### src/rtl/bp_be_mem_fault_pipe_if.sv
// Request/response bundle for the BE memory fault-staging pipe.
// Latency: n/a (wiring only); backpressure: ready_o is the only stall signal toward the requester.
// Ports: control (flush/hold/cnt_clear), stage-0 request, stage-1 late faults, retire outputs.
interface bp_be_mem_fault_pipe_if #(
  parameter int eaddr_width_p = 64,
  parameter int vaddr_width_p = 39,
  parameter int cnt_width_p   = 16
);
  logic                     flush_i;
  logic                     hold_i;
  logic                     cnt_clear_i;
  logic                     v_i;
  logic                     ready_o;
  logic [eaddr_width_p-1:0] eaddr_i;
  logic [1:0]               size_i;
  logic                     store_i;
  logic                     amo_i;
  logic                     lr_i;
  logic                     translation_en_i;
  logic                     page_fault_s1_i;
  logic                     access_fault_s1_i;
  logic                     v_o;
  logic                     exc_v_o;
  logic [3:0]               exc_code_o;
  logic [vaddr_width_p-1:0] vaddr_o;
  logic [cnt_width_p-1:0]   exc_cnt_o;

  modport master (
    output flush_i, hold_i, cnt_clear_i, v_i, eaddr_i, size_i, store_i, amo_i, lr_i,
           translation_en_i, page_fault_s1_i, access_fault_s1_i,
    input  ready_o, v_o, exc_v_o, exc_code_o, vaddr_o, exc_cnt_o
  );

  modport slave (
    input  flush_i, hold_i, cnt_clear_i, v_i, eaddr_i, size_i, store_i, amo_i, lr_i,
           translation_en_i, page_fault_s1_i, access_fault_s1_i,
    output ready_o, v_o, exc_v_o, exc_code_o, vaddr_o, exc_cnt_o
  );
endinterface

### src/rtl/bp_be_mem_fault_pipe.sv
// Exception-staging pipe: early faults (misalign, non-canonical) at stage 0, late TLB/PMA faults merged at stage 1.
// Latency: request accepted at edge N retires on v_o after edge N+stages_p-1; one request per cycle.
// Backpressure: hold_i freezes every stage and the output (ready_o = ~hold_i); flush_i kills everything in flight.
// Ports: clk_i/reset_i (sync, active high) plus the slave side of bp_be_mem_fault_pipe_if.
module bp_be_mem_fault_pipe #(
  parameter int eaddr_width_p     = 64,
  parameter int vaddr_width_p     = 39,
  parameter int stages_p          = 3,
  parameter int misaligned_trap_p = 1,
  parameter int cnt_width_p       = 16
) (
  input  logic                   clk_i,
  input  logic                   reset_i,
  bp_be_mem_fault_pipe_if.slave  bus
);

  // Stage 0 is the combinational input decode; registers hold stages 1..stages_p-1,
  // and the prioritised result of the last stage is captured in the output register.
  typedef struct packed {
    logic                     v;
    logic                     mis;
    logic                     pf;
    logic                     af;
    logic                     st;     // store-class codes (store, AMO, SC); LR and loads use load codes
    logic [vaddr_width_p-1:0] vaddr;
  } stage_t;

  localparam int   last_lp = stages_p - 1;
  localparam logic trap_lp = (misaligned_trap_p != 0);

  stage_t [stages_p-1:1] stage_q, stage_d, merged;
  stage_t                s0, last;

  logic                     out_v_q, out_v_d;
  logic                     out_exc_q, out_exc_d;
  logic [3:0]               out_code_q, out_code_d;
  logic [vaddr_width_p-1:0] out_vaddr_q, out_vaddr_d;
  logic [cnt_width_p-1:0]   cnt_q, cnt_d;

  logic [2:0] size_mask;
  logic       noncanon;
  logic       inc;

  function automatic logic [3:0] code_f(input stage_t s);
    logic [3:0] c;
    c = 4'd0;
    if (s.mis)     c = s.st ? 4'd6  : 4'd4;
    else if (s.pf) c = s.st ? 4'd15 : 4'd13;
    else if (s.af) c = s.st ? 4'd7  : 4'd5;
    return c;
  endfunction

  assign bus.ready_o = ~bus.hold_i;

  always_comb begin
    case (bus.size_i)
      2'd0:    size_mask = 3'b000;
      2'd1:    size_mask = 3'b001;
      2'd2:    size_mask = 3'b011;
      default: size_mask = 3'b111;
    endcase

    noncanon = bus.eaddr_i[eaddr_width_p-1:vaddr_width_p]
               != {(eaddr_width_p-vaddr_width_p){bus.eaddr_i[vaddr_width_p-1]}};

    // Invalid entries carry an all-zero payload so bubbles never raise flags.
    s0 = '0;
    if (bus.v_i) begin
      s0.v     = 1'b1;
      s0.mis   = (bus.amo_i | trap_lp) & (|(bus.eaddr_i[2:0] & size_mask));
      s0.pf    = noncanon & bus.translation_en_i;
      s0.af    = noncanon & ~bus.translation_en_i;
      s0.st    = bus.amo_i ? ~bus.lr_i : bus.store_i;
      s0.vaddr = bus.eaddr_i[vaddr_width_p-1:0];
    end

    merged = stage_q;
    if (stage_q[1].v && !bus.hold_i) begin
      merged[1].pf = stage_q[1].pf | bus.page_fault_s1_i;
      merged[1].af = stage_q[1].af | bus.access_fault_s1_i;
    end
    last = merged[last_lp];

    stage_d     = stage_q;
    out_v_d     = out_v_q;
    out_exc_d   = out_exc_q;
    out_code_d  = out_code_q;
    out_vaddr_d = out_vaddr_q;
    inc         = 1'b0;

    if (bus.flush_i) begin
      stage_d     = '0;
      out_v_d     = 1'b0;
      out_exc_d   = 1'b0;
      out_code_d  = 4'd0;
      out_vaddr_d = '0;
    end else if (!bus.hold_i) begin
      stage_d[1] = s0;
      for (int k = 2; k < stages_p; k++) stage_d[k] = merged[k-1];
      out_v_d     = last.v;
      out_exc_d   = last.mis | last.pf | last.af;
      out_code_d  = code_f(last);
      out_vaddr_d = last.vaddr;
      // Counted only when a faulting request is newly loaded, so a held output counts once.
      inc         = last.mis | last.pf | last.af;
    end

    cnt_d = cnt_q;
    if (bus.cnt_clear_i)         cnt_d = '0;
    else if (inc && !(&cnt_q))   cnt_d = cnt_q + 1'b1;
  end

  always_ff @(posedge clk_i) begin
    if (reset_i) begin
      stage_q     <= '0;
      out_v_q     <= 1'b0;
      out_exc_q   <= 1'b0;
      out_code_q  <= 4'd0;
      out_vaddr_q <= '0;
      cnt_q       <= '0;
    end else begin
      stage_q     <= stage_d;
      out_v_q     <= out_v_d;
      out_exc_q   <= out_exc_d;
      out_code_q  <= out_code_d;
      out_vaddr_q <= out_vaddr_d;
      cnt_q       <= cnt_d;
    end
  end

  assign bus.v_o        = out_v_q;
  assign bus.exc_v_o    = out_exc_q;
  assign bus.exc_code_o = out_code_q;
  assign bus.vaddr_o    = out_vaddr_q;
  assign bus.exc_cnt_o  = cnt_q;

endmodule

### src/flat_wrapper.sv
// flat-port wrapper written by rule: the top's interface ports become plain ports
module bp_be_mem_fault_pipe_flat 
#(
  parameter int eaddr_width_p     = 64,
  parameter int vaddr_width_p     = 39,
  parameter int stages_p          = 3,
  parameter int misaligned_trap_p = 1,
  parameter int cnt_width_p       = 16
)
  (clk_i, reset_i, bus_flush_i, bus_hold_i, bus_cnt_clear_i, bus_v_i, bus_eaddr_i, bus_size_i, bus_store_i, bus_amo_i, bus_lr_i, bus_translation_en_i, bus_page_fault_s1_i, bus_access_fault_s1_i, bus_ready_o, bus_v_o, bus_exc_v_o, bus_exc_code_o, bus_vaddr_o, bus_exc_cnt_o);
  bp_be_mem_fault_pipe_if #(.eaddr_width_p(eaddr_width_p), .vaddr_width_p(vaddr_width_p), .cnt_width_p(cnt_width_p)) bus_i ();
  input  logic clk_i;
  input  logic reset_i;
  input wire logic [$bits(bus_i.flush_i)-1:0] bus_flush_i;
  input wire logic [$bits(bus_i.hold_i)-1:0] bus_hold_i;
  input wire logic [$bits(bus_i.cnt_clear_i)-1:0] bus_cnt_clear_i;
  input wire logic [$bits(bus_i.v_i)-1:0] bus_v_i;
  input wire logic [$bits(bus_i.eaddr_i)-1:0] bus_eaddr_i;
  input wire logic [$bits(bus_i.size_i)-1:0] bus_size_i;
  input wire logic [$bits(bus_i.store_i)-1:0] bus_store_i;
  input wire logic [$bits(bus_i.amo_i)-1:0] bus_amo_i;
  input wire logic [$bits(bus_i.lr_i)-1:0] bus_lr_i;
  input wire logic [$bits(bus_i.translation_en_i)-1:0] bus_translation_en_i;
  input wire logic [$bits(bus_i.page_fault_s1_i)-1:0] bus_page_fault_s1_i;
  input wire logic [$bits(bus_i.access_fault_s1_i)-1:0] bus_access_fault_s1_i;
  output wire logic [$bits(bus_i.ready_o)-1:0] bus_ready_o;
  output wire logic [$bits(bus_i.v_o)-1:0] bus_v_o;
  output wire logic [$bits(bus_i.exc_v_o)-1:0] bus_exc_v_o;
  output wire logic [$bits(bus_i.exc_code_o)-1:0] bus_exc_code_o;
  output wire logic [$bits(bus_i.vaddr_o)-1:0] bus_vaddr_o;
  output wire logic [$bits(bus_i.exc_cnt_o)-1:0] bus_exc_cnt_o;
  assign bus_i.flush_i = bus_flush_i;
  assign bus_i.hold_i = bus_hold_i;
  assign bus_i.cnt_clear_i = bus_cnt_clear_i;
  assign bus_i.v_i = bus_v_i;
  assign bus_i.eaddr_i = bus_eaddr_i;
  assign bus_i.size_i = bus_size_i;
  assign bus_i.store_i = bus_store_i;
  assign bus_i.amo_i = bus_amo_i;
  assign bus_i.lr_i = bus_lr_i;
  assign bus_i.translation_en_i = bus_translation_en_i;
  assign bus_i.page_fault_s1_i = bus_page_fault_s1_i;
  assign bus_i.access_fault_s1_i = bus_access_fault_s1_i;
  assign bus_ready_o = bus_i.ready_o;
  assign bus_v_o = bus_i.v_o;
  assign bus_exc_v_o = bus_i.exc_v_o;
  assign bus_exc_code_o = bus_i.exc_code_o;
  assign bus_vaddr_o = bus_i.vaddr_o;
  assign bus_exc_cnt_o = bus_i.exc_cnt_o;
  bp_be_mem_fault_pipe #(.eaddr_width_p(eaddr_width_p), .vaddr_width_p(vaddr_width_p), .stages_p(stages_p), .misaligned_trap_p(misaligned_trap_p), .cnt_width_p(cnt_width_p)) u_core (.clk_i(clk_i), .reset_i(reset_i), .bus(bus_i));
endmodule
### config.mk
export PLATFORM = sky130hd
export DESIGN_NAME = bp_be_mem_fault_pipe_flat
export DESIGN_NICKNAME = d
export VERILOG_FILES = /design/src/rtl/bp_be_mem_fault_pipe_if.sv /design/src/rtl/bp_be_mem_fault_pipe.sv /design/src/flat_wrapper.sv
export SDC_FILE = /design/constraint.sdc
export NUM_CORES = 1
export LEC_CHECK = 0
export CAP_MARGIN = 20
export CORE_MARGIN = 2
export CORE_UTILIZATION = 50
export DETAILED_ROUTE_END_ITERATION = 10
export GPL_TIMING_DRIVEN = 0
export PLACE_DENSITY = 0.78
export SLEW_MARGIN = 15
export SYNTH_ARGS = -nofsm -noshare
export SYNTH_HDL_FRONTEND = slang
export SYNTH_SLANG_ARGS = --single-unit
### constraint.sdc
create_clock -name clk_i -period 2.8 [get_ports clk_i]
set_clock_uncertainty 0.1 [all_clocks]
set_input_delay 0.42 -clock clk_i [delete_from_list [all_inputs] [get_ports clk_i]]
set_output_delay 0.42 -clock clk_i [all_outputs]
set_load 0.05 [all_outputs]
# [Word-level counts from Yosys, hierarchy flattened]
# Cells that the tools add are included.
[classes] mux=12 reduce_logical=9 addsub=1 eq_ne=3 bitwise=10
[ops] operator="$mux W44" n=1
[ops] operator="$ne A25 B25 Y1" n=1
[ops] operator="$add A16 B1 Y16 const B" n=1
[ops] operator="$reduce_and A16 Y1" n=1
[ops] operator="$mux W4" n=3
[ops] operator="$pmux W3 S3" n=1
[ops] operator="$mux W2" n=4
[ops] operator="$or A1 B1 Y1" n=4
[ops] operator="$reduce_or A2 Y1" n=2
[ops] operator="$and A3 B3 Y3" n=1
[ops] operator="$mux W1" n=3
[ops] operator="$not A1 Y1" n=3
[ops] operator="$reduce_or A3 Y1" n=1
[ops] operator="$and A1 B1 Y1" n=2
[ops] operator="$eq A2 B1 Y1 const B" n=1
[ops] operator="$eq A2 B2 Y1 const B" n=1
[ops] operator="$logic_and A1 B1 Y1" n=2
[ops] operator="$logic_not A1 Y1" n=2
[ops] operator="$logic_not A2 Y1" n=1
[word_totals] ff_bits=149 inputBits=78 output_inout_bits=62

# [Depth between registers and ports, before layout]
# Gate-level depths: netlist of run 1.
[depth] depth_word=5 mapped_depth=6 depth_no_buf=5

# [Worst setup path before layout of run 1]
# OpenSTA, ideal clock, no wires.
[synth_timing] kind="flip-flop to flip-flop" startpoint="register u_core.cnt_q[0], in the netlist u_core.bus.exc_cnt_o[0]" endpoint="register u_core.cnt_q[14], in the netlist u_core.bus.exc_cnt_o[14]" setup_slack_ns=0.715 path_buffers=0 path_stages_with_launch=6 synth_period_minus_slack_ns=2.085 setup_ns=0.070 t_arrival_ns=1.915 cell_sequence="dfxtp_1 > ha_1 > and3_2 > nand4_4 > or4_1 > a21oi_1"
[synth_between] elab_chain_len=3
[synth_rtl] item="start: declaration" line_no="bp_be_mem_fault_pipe.sv:38" source="logic [cnt_width_p-1:0] cnt_q, cnt_d;"
[synth_rtl] item="start signal: assignment" line_no="bp_be_mem_fault_pipe.sv:127" source="cnt_q <= cnt_d;"
[synth_rtl] item="branches (longest 3 deep; another with $add A16 B1 Y16)"
# Several ways; the timed one is not identified.
# A chain may end at the register's enable or synchronous reset.

# [Worst setup path in the final report of run 1]
[layout_timing] startpoint="register u_core.cnt_q[8], in the netlist u_core.bus.exc_cnt_o[8]" endpoint="output port bus_exc_cnt_o[8]"
[layout_lines] item="end: declaration" line_no="flat_wrapper.sv:31" source="output wire logic [$bits(bus_i.exc_cnt_o)-1:0] bus_exc_cnt_o;"
# No word-level cell between the ends.

==> results_dict.tcl, run 1 <==
set metrics [dict create \
    status "finished clean" \
    grtUsageTotal_pct 24.0 \
    cp-end-kind "output pin" \
    final_cell_mix "149 x dfxtp_1, 138 x clkdlybuf4s50_1, 132 x nor2_1, 83 x mux2i_1, 41 x a22oi_1" \
    grt_pass1_vias 4706 \
    post-route-period-util_pct 79.5 \
    yosysUniqueCellTypes 41 \
    rsz0062_at_grt "no" \
    syn_area_per_cell_um2 9.78 \
    hold_depth 2 \
    cp_top_family "buffers and inverters" \
    rows 38 \
    crit_slowest_cell "clkdlybuf4s50_1" \
    layout.cells.non_filler 886 \
    max-cap-violations 0 \
    fillCellCount 834 \
    combPwrFrac_pct 7.1 \
    post-route-util_pct 70.9 \
    drc 0 \
    die-area_um2 12100 \
    critPathKind "flip-flop to output pin" \
    pwr-share-seq_pct 46.0 \
    hpwlAfterDp_mm 10.1 \
    post-synth-top-area-fraction_pct 53.0 \
    wl_per_cell_um 16.0 \
    crit_buf_inv 1 \
    post_cts.repair.setup_buffers 0 \
    clkSlewWorstSetupHoldPaths_ps 60 \
    p_int_mw 3.65 \
    yosysTopAreaCell "dfxtp_1" \
    synth_nets 655 \
    cts_max_path_buffers 2 \
    clockRootBuffer "clkbuf_16" \
    min_to "u_core.bus.exc_code_o[2]" \
    initial_core_util_pct 51.5 \
    syn2layout_area_growth_pct 37.7 \
    finalHoldViolations 0 \
    power.share.clock_pct 46.9 \
    path_max_fanout 8 \
    core_area_um2 10900 \
    insertion_delay_ps 420 \
    cp_data_arrival_time_ps 1710 \
    place.gp.congestion 0.836 \
    met2_usage_pct 39.2 \
    setup_viol_count_final 0 \
    setup_slack_ps 573 \
    dr.pass1.iters 6 \
    swShare_pct 21.8 \
    seqCellArea_um2 2980 \
    grt_max_degree 17 \
    multi_input_area_um2 2450 \
    finalPower_mw 4.67 \
    final_common_cell "dfxtp_1" \
    synth_seq_cells 149 \
    place_area_um2 7190 \
    die_height_um 110 \
    fin_nets 812 \
    synth_area_um2 5630 \
    maxSlewHeadroom_pct 60.9 \
    hold_ws_ps 356 \
    yosys_warnings 0 \
    grt-busiest-layer "met2" \
    drt-initial-drc-count 351 \
    required_ps 2280 \
    ir_worst_vdd_uv 546 \
    cts_tree "built" \
    numCtsBuffers 17 \
    die_w_um 110 \
    hold_path_class "flip-flop to flip-flop" \
    grt_use_met3_pct 7.05 \
    cts.hold.buffers_added 0 \
    period_minus_slack_ps 2230 \
    n_antenna_cell 0 \
    vias_per_cell 5.51 \
    r2r-start "u_core.bus.exc_cnt_o[0]" \
    io_pins 140 \
    synth_area_leaders "dfxtp_1 53%, mux2i_1 15%, nor2_1 8.8%, a22oi_1 5.5%, a21oi_1 2.0%" \
    r2r_slack_ps 800 \
    syn_inst 576 \
    drt_wl_total_mm 14.2 \
    switchingPower_mw 1.02 \
    power_density_nw_per_um2 602 \
    setup_tns_ps 0 \
    max_stage_delay_ps 850 \
    drive_above_1_share_pct 7.51 \
    antenna_found_initial 0 \
    grt_pass1_wl_mm 22.3 \
    vias 4882 \
    startpoint_type "flip-flop" \
    dp.cells 854 \
    reg2reg_depth 5 \
    grt_overflow 0 \
    max_clock_freq_mhz 449 \
    r2r_end "u_core.bus.exc_cnt_o[14]" \
    cts_max_level 4 \
    ys_seq_area_share_pct 53.0 \
    met1_usage_pct 29.3 \
    numPortBuffers 138 \
    worstMarginPinSlew_ps 587 \
    cp_cell_sequence "clkdlybuf4s50_1" \
    p_leak_nw 2.91 \
    hold_start "u_core.bus.exc_code_o[2]" \
    cts_resized 0 \
    post-place-ws_ps 201 \
    ant_nets 0 \
    final_area_um2 7760 \
    drv_slew 0 \
    cts.sinks 149 \
]
## cell type report
cell class,instances,share of cell area (%)
Timing Repair Buffer,138,17.8
Clock buffer,22,5.98
Clock inverter,10,1.35
Multi-Input combinational cell,384,31.6
Sequential cell,149,38.4
Tap cell,140,2.26
Inverter,6,0.290
Buffer,37,2.29
## worst min-delay path, delay by kind of cell (launching register included)
family / cells / cell delay (ps)
DFF: 1 / 310
buffers and inverters: 1 / 50
AOI/OAI and AO/OA: 1 / 50
## power by group through the flow
stage          Sequential (mW)  Combinational (mW)  Clock (mW)
2_1_floorplan             2.20               0.154           0
3_3_place_gp              2.20               0.322           0
3_5_place_dp              2.20               0.329           0
4_1_cts                   2.15               0.332        2.21
5_1_grt                   2.15               0.356        2.32
6_report                  2.15               0.332        2.19
## synthesized netlist by cell type
cell      number
dfxtp_1      149
nor2_8         1
nor3_2         1
o21ai_1        3
or2_2          1
and4_4         2
mux2i_1       83
or4_1         10
nand4_1        8
ha_1           1
a21oi_1       23
buf_1          2
inv_1          5
o21a_1         3
and4_1         3
nor3_1         3
a222oi_1       1
nand4_4        1
nor2_1       132
or2_1          1
and3_2         1
nand3_1       15
o31a_1         1
inv_2          1
o21ai_0        6
a31oi_1        1
or3_4          1
a41o_1         1
o31ai_1       11
nor4_1         6
nand4_2        1
buf_2         13
nor2b_1        1
clkbuf_1      19
a22oi_1       41
nand2_2        1
buf_6          3
nand2_1       13
and2_1         1
or3_1          5
o211ai_1       1
## registers in the layout, indices dropped and copies added, names as in the netlist
name / count
u_core.bus.vaddr_o: 39
u_core.bus.exc_v_o: 1
u_core.bus.exc_cnt_o: 16
u_core.last: 44
u_core.bus.exc_code_o: 4
u_core.merged: 42
u_core.stage_q: 2
u_core.bus.v_o: 1
## worst max-delay path by stage
| stage | startpoint | end | slack (ps) | cells after the start |
|---|---|---|---|---|
| 4_1_cts | u_core.bus.exc_cnt_o[8] | bus_exc_cnt_o[8] | 560 | 1 |
| 3_5_place_dp | bus_flush_i | u_core.bus.vaddr_o[11] | 200 | 6 |
| 2_1_floorplan | u_core.bus.exc_cnt_o[0] | u_core.bus.exc_cnt_o[14] | 710 | 5 |
| 6_report | u_core.bus.exc_cnt_o[8] | bus_exc_cnt_o[8] | 570 | 1 |
| 3_3_place_gp | bus_flush_i | u_core.bus.vaddr_o[13] | 230 | 6 |
| 5_1_grt | bus_flush_i | u_core.bus.vaddr_o[7] | 490 | 6 |
## layer usage
| metal | up-vias | share of wire, % |
|---|---|---|
| met1 | 2308 | 43 |
| met5 | - | 0 |
| met2 | 173 | 48 |
| li1 | 2368 | - |
| met4 | 0 | 2.4 |
| met3 | 33 | 6.0 |
## cells by family (layout without fill, tap and decap cells)
| group | count (synthesis) | after routing | synth area share, % |
|---|---|---|---|
| AOI/OAI and AO/OA | 92 | 92 | 10.9 |
| adders and majority gates | 1 | 1 | 0.222 |
| buffers and inverters | 43 | 213 | 3.55 |
| DFF | 149 | 149 | 53.0 |
| muxes | 83 | 83 | 14.7 |
| and+or+nand+nor | 208 | 208 | 17.6 |
Note: power is estimated with default switching activity, not from simulation.
==> run 2: changes to the inputs <==
Settings changed: CORE_UTILIZATION 50 to 44, PLACE_DENSITY 0.78 to 0.72.
Clock period 2.8 ns to 1.8 ns, I/O delays scaled along.
==> results_dict.tcl, run 2 (synthesized netlist as in run 1, its figures left out) <==
set metrics [dict create \
    seqCellArea_um2 3000 \
    vias_per_cell 5.25 \
    final_common_cell "dfxtp_1" \
    place.gp.congestion 0.901 \
    syn2layout_area_growth_pct 39.8 \
    die-area_um2 13700 \
    hpwlAfterDp_mm 10.3 \
    grt_overflow 0 \
    antenna_found_initial 0 \
    cts.sinks 149 \
    n_antenna_cell 0 \
    setup_viol_count_final 0 \
    dp.cells 886 \
    multi_input_area_um2 2470 \
    maxSlewHeadroom_pct 63.1 \
    cts_tree "built" \
    rows 41 \
    initial_core_util_pct 44.8 \
    max-cap-violations 0 \
    met1_usage_pct 26.0 \
    power_density_nw_per_um2 1010 \
    layout.cells.non_filler 917 \
    drv_slew 0 \
    status "finished clean" \
    drt-initial-drc-count 335 \
    path_max_fanout 6 \
    grt_pass1_wl_mm 22.5 \
    cp_data_arrival_time_ps 1380 \
    place_area_um2 7260 \
    grt_pass1_vias 4656 \
    critPathKind "flip-flop to output pin" \
    final_cell_mix "137 x dfxtp_1, 132 x nor2_1, 83 x mux2i_1, 75 x clkdlybuf4s50_1, 60 x dlygate4sd2_1" \
    io_pins 140 \
    clockRootBuffer "clkbuf_16" \
    fin_nets 811 \
    grt_use_met3_pct 6.69 \
    clkSlewWorstSetupHoldPaths_ps 50 \
    worstMarginPinSlew_ps 555 \
    required_ps 1430 \
    cp_top_family "buffers and inverters" \
    largest_reg_flops 44 \
    cts_max_path_buffers 2 \
    post-route-util_pct 62.7 \
    die_height_um 117 \
    grt-busiest-layer "met2" \
    hold_path_class "input pin to flip-flop" \
    ant_nets 0 \
    fillCellCount 1082 \
    post-route-period-util_pct 97.0 \
    numPortBuffers 138 \
    grt_max_degree 17 \
    grtUsageTotal_pct 21.5 \
    insertion_delay_ps 420 \
    setup_tns_ps 0 \
    max_clock_freq_mhz 572 \
    startpoint_type "flip-flop" \
    crit_slowest_cell "dlygate4sd2_1" \
    drt_wl_total_mm 14.2 \
    final_area_um2 7880 \
    crit_buf_inv 1 \
    max_stage_delay_ps 550 \
    met2_usage_pct 35.2 \
    rsz0062_at_grt "no" \
    numCtsBuffers 17 \
    core_area_um2 12600 \
    drive_above_1_share_pct 9.80 \
    finalHoldViolations 0 \
    cp_cell_sequence "dlygate4sd2_1" \
    drc 0 \
    dr.pass1.iters 5 \
    die_w_um 117 \
    ir_worst_vdd_uv 569 \
    vias 4812 \
    cp-end-kind "output pin" \
    p_leak_nw 3.27 \
    period_minus_slack_ps 1750 \
    cts_max_level 4 \
    wl_per_cell_um 15.5 \
]
run 2: cell types whose count changed in the layout (fill, tap and decap cells not counted), sizes merged:
cell / change
clkdlybuf4s50: -63
dlygate4sd2: +60
clkinv: -6
bufinv: +4
clkbuf: +3
clkinvlp: -2
clkdlybuf4s15: +1
dlymetal6s2s: +1
inv: +1
run 2: per-layer routing:
metal	wire, um	vias to the layer above	share of wire [%]
met4	410	0	2.9
met5	0	-	0
met1	6070	2258	43
met3	799	34	5.6
met2	6970	151	49
li1	-	2369	-
run 2: cell type report:
cell class | count | share of cell area [%]
plain buffers | 36 | 2.24
inverters | 6 | 0.286
repair buffers | 138 | 16.6
well taps | 172 | 2.73
flip-flops and latches | 149 | 38.1
multi-input cells | 384 | 31.4
clock inverters | 7 | 2.40
clock buffers | 25 | 6.29
run 2: per-stage QoR:
step	power (mW)	hold WS (ps)	setup WS (ps)
2_1_floorplan	3.66	274	10.2
3_3_place_gp	3.92	341	-638
3_5_place_dp	3.93	345	-639
4_1_cts	7.97	278	10.9
5_1_grt	8.16	251	11.0
6_report	7.92	204	53.2
run 2: what timing repair did:
item,CTS,global route
endpoints found under the setup margin,178,16
hold buffers,0,0
resized for setup,64,9
buffers inserted,0,0
pin swaps,0,1
run 2: where the power goes:
group | total [mW] | switching (mW) | internal, mW
logic | 0.510 | 0.255 | 0.255
clock network | 4.07 | 1.31 | 2.76
registers | 3.34 | 0.0175 | 3.33
total | 7.92 | 1.58 | 6.34
run 2: path summary, 6_finish.rpt:
check / start / endpoint / slack [ps] / depth (start not counted)
worst max-delay path: u_core.bus.exc_cnt_o[14] / bus_exc_cnt_o[14] / 50 / 1
worst min-delay path: bus_eaddr_i[38] / u_core.merged[38] / 200 / 3
worst max register to register: u_core.bus.exc_cnt_o[0] / u_core.bus.exc_cnt_o[4] / 60 / 6
worst min register to register: u_core.bus.exc_v_o / u_core.bus.exc_v_o / 340 / 2
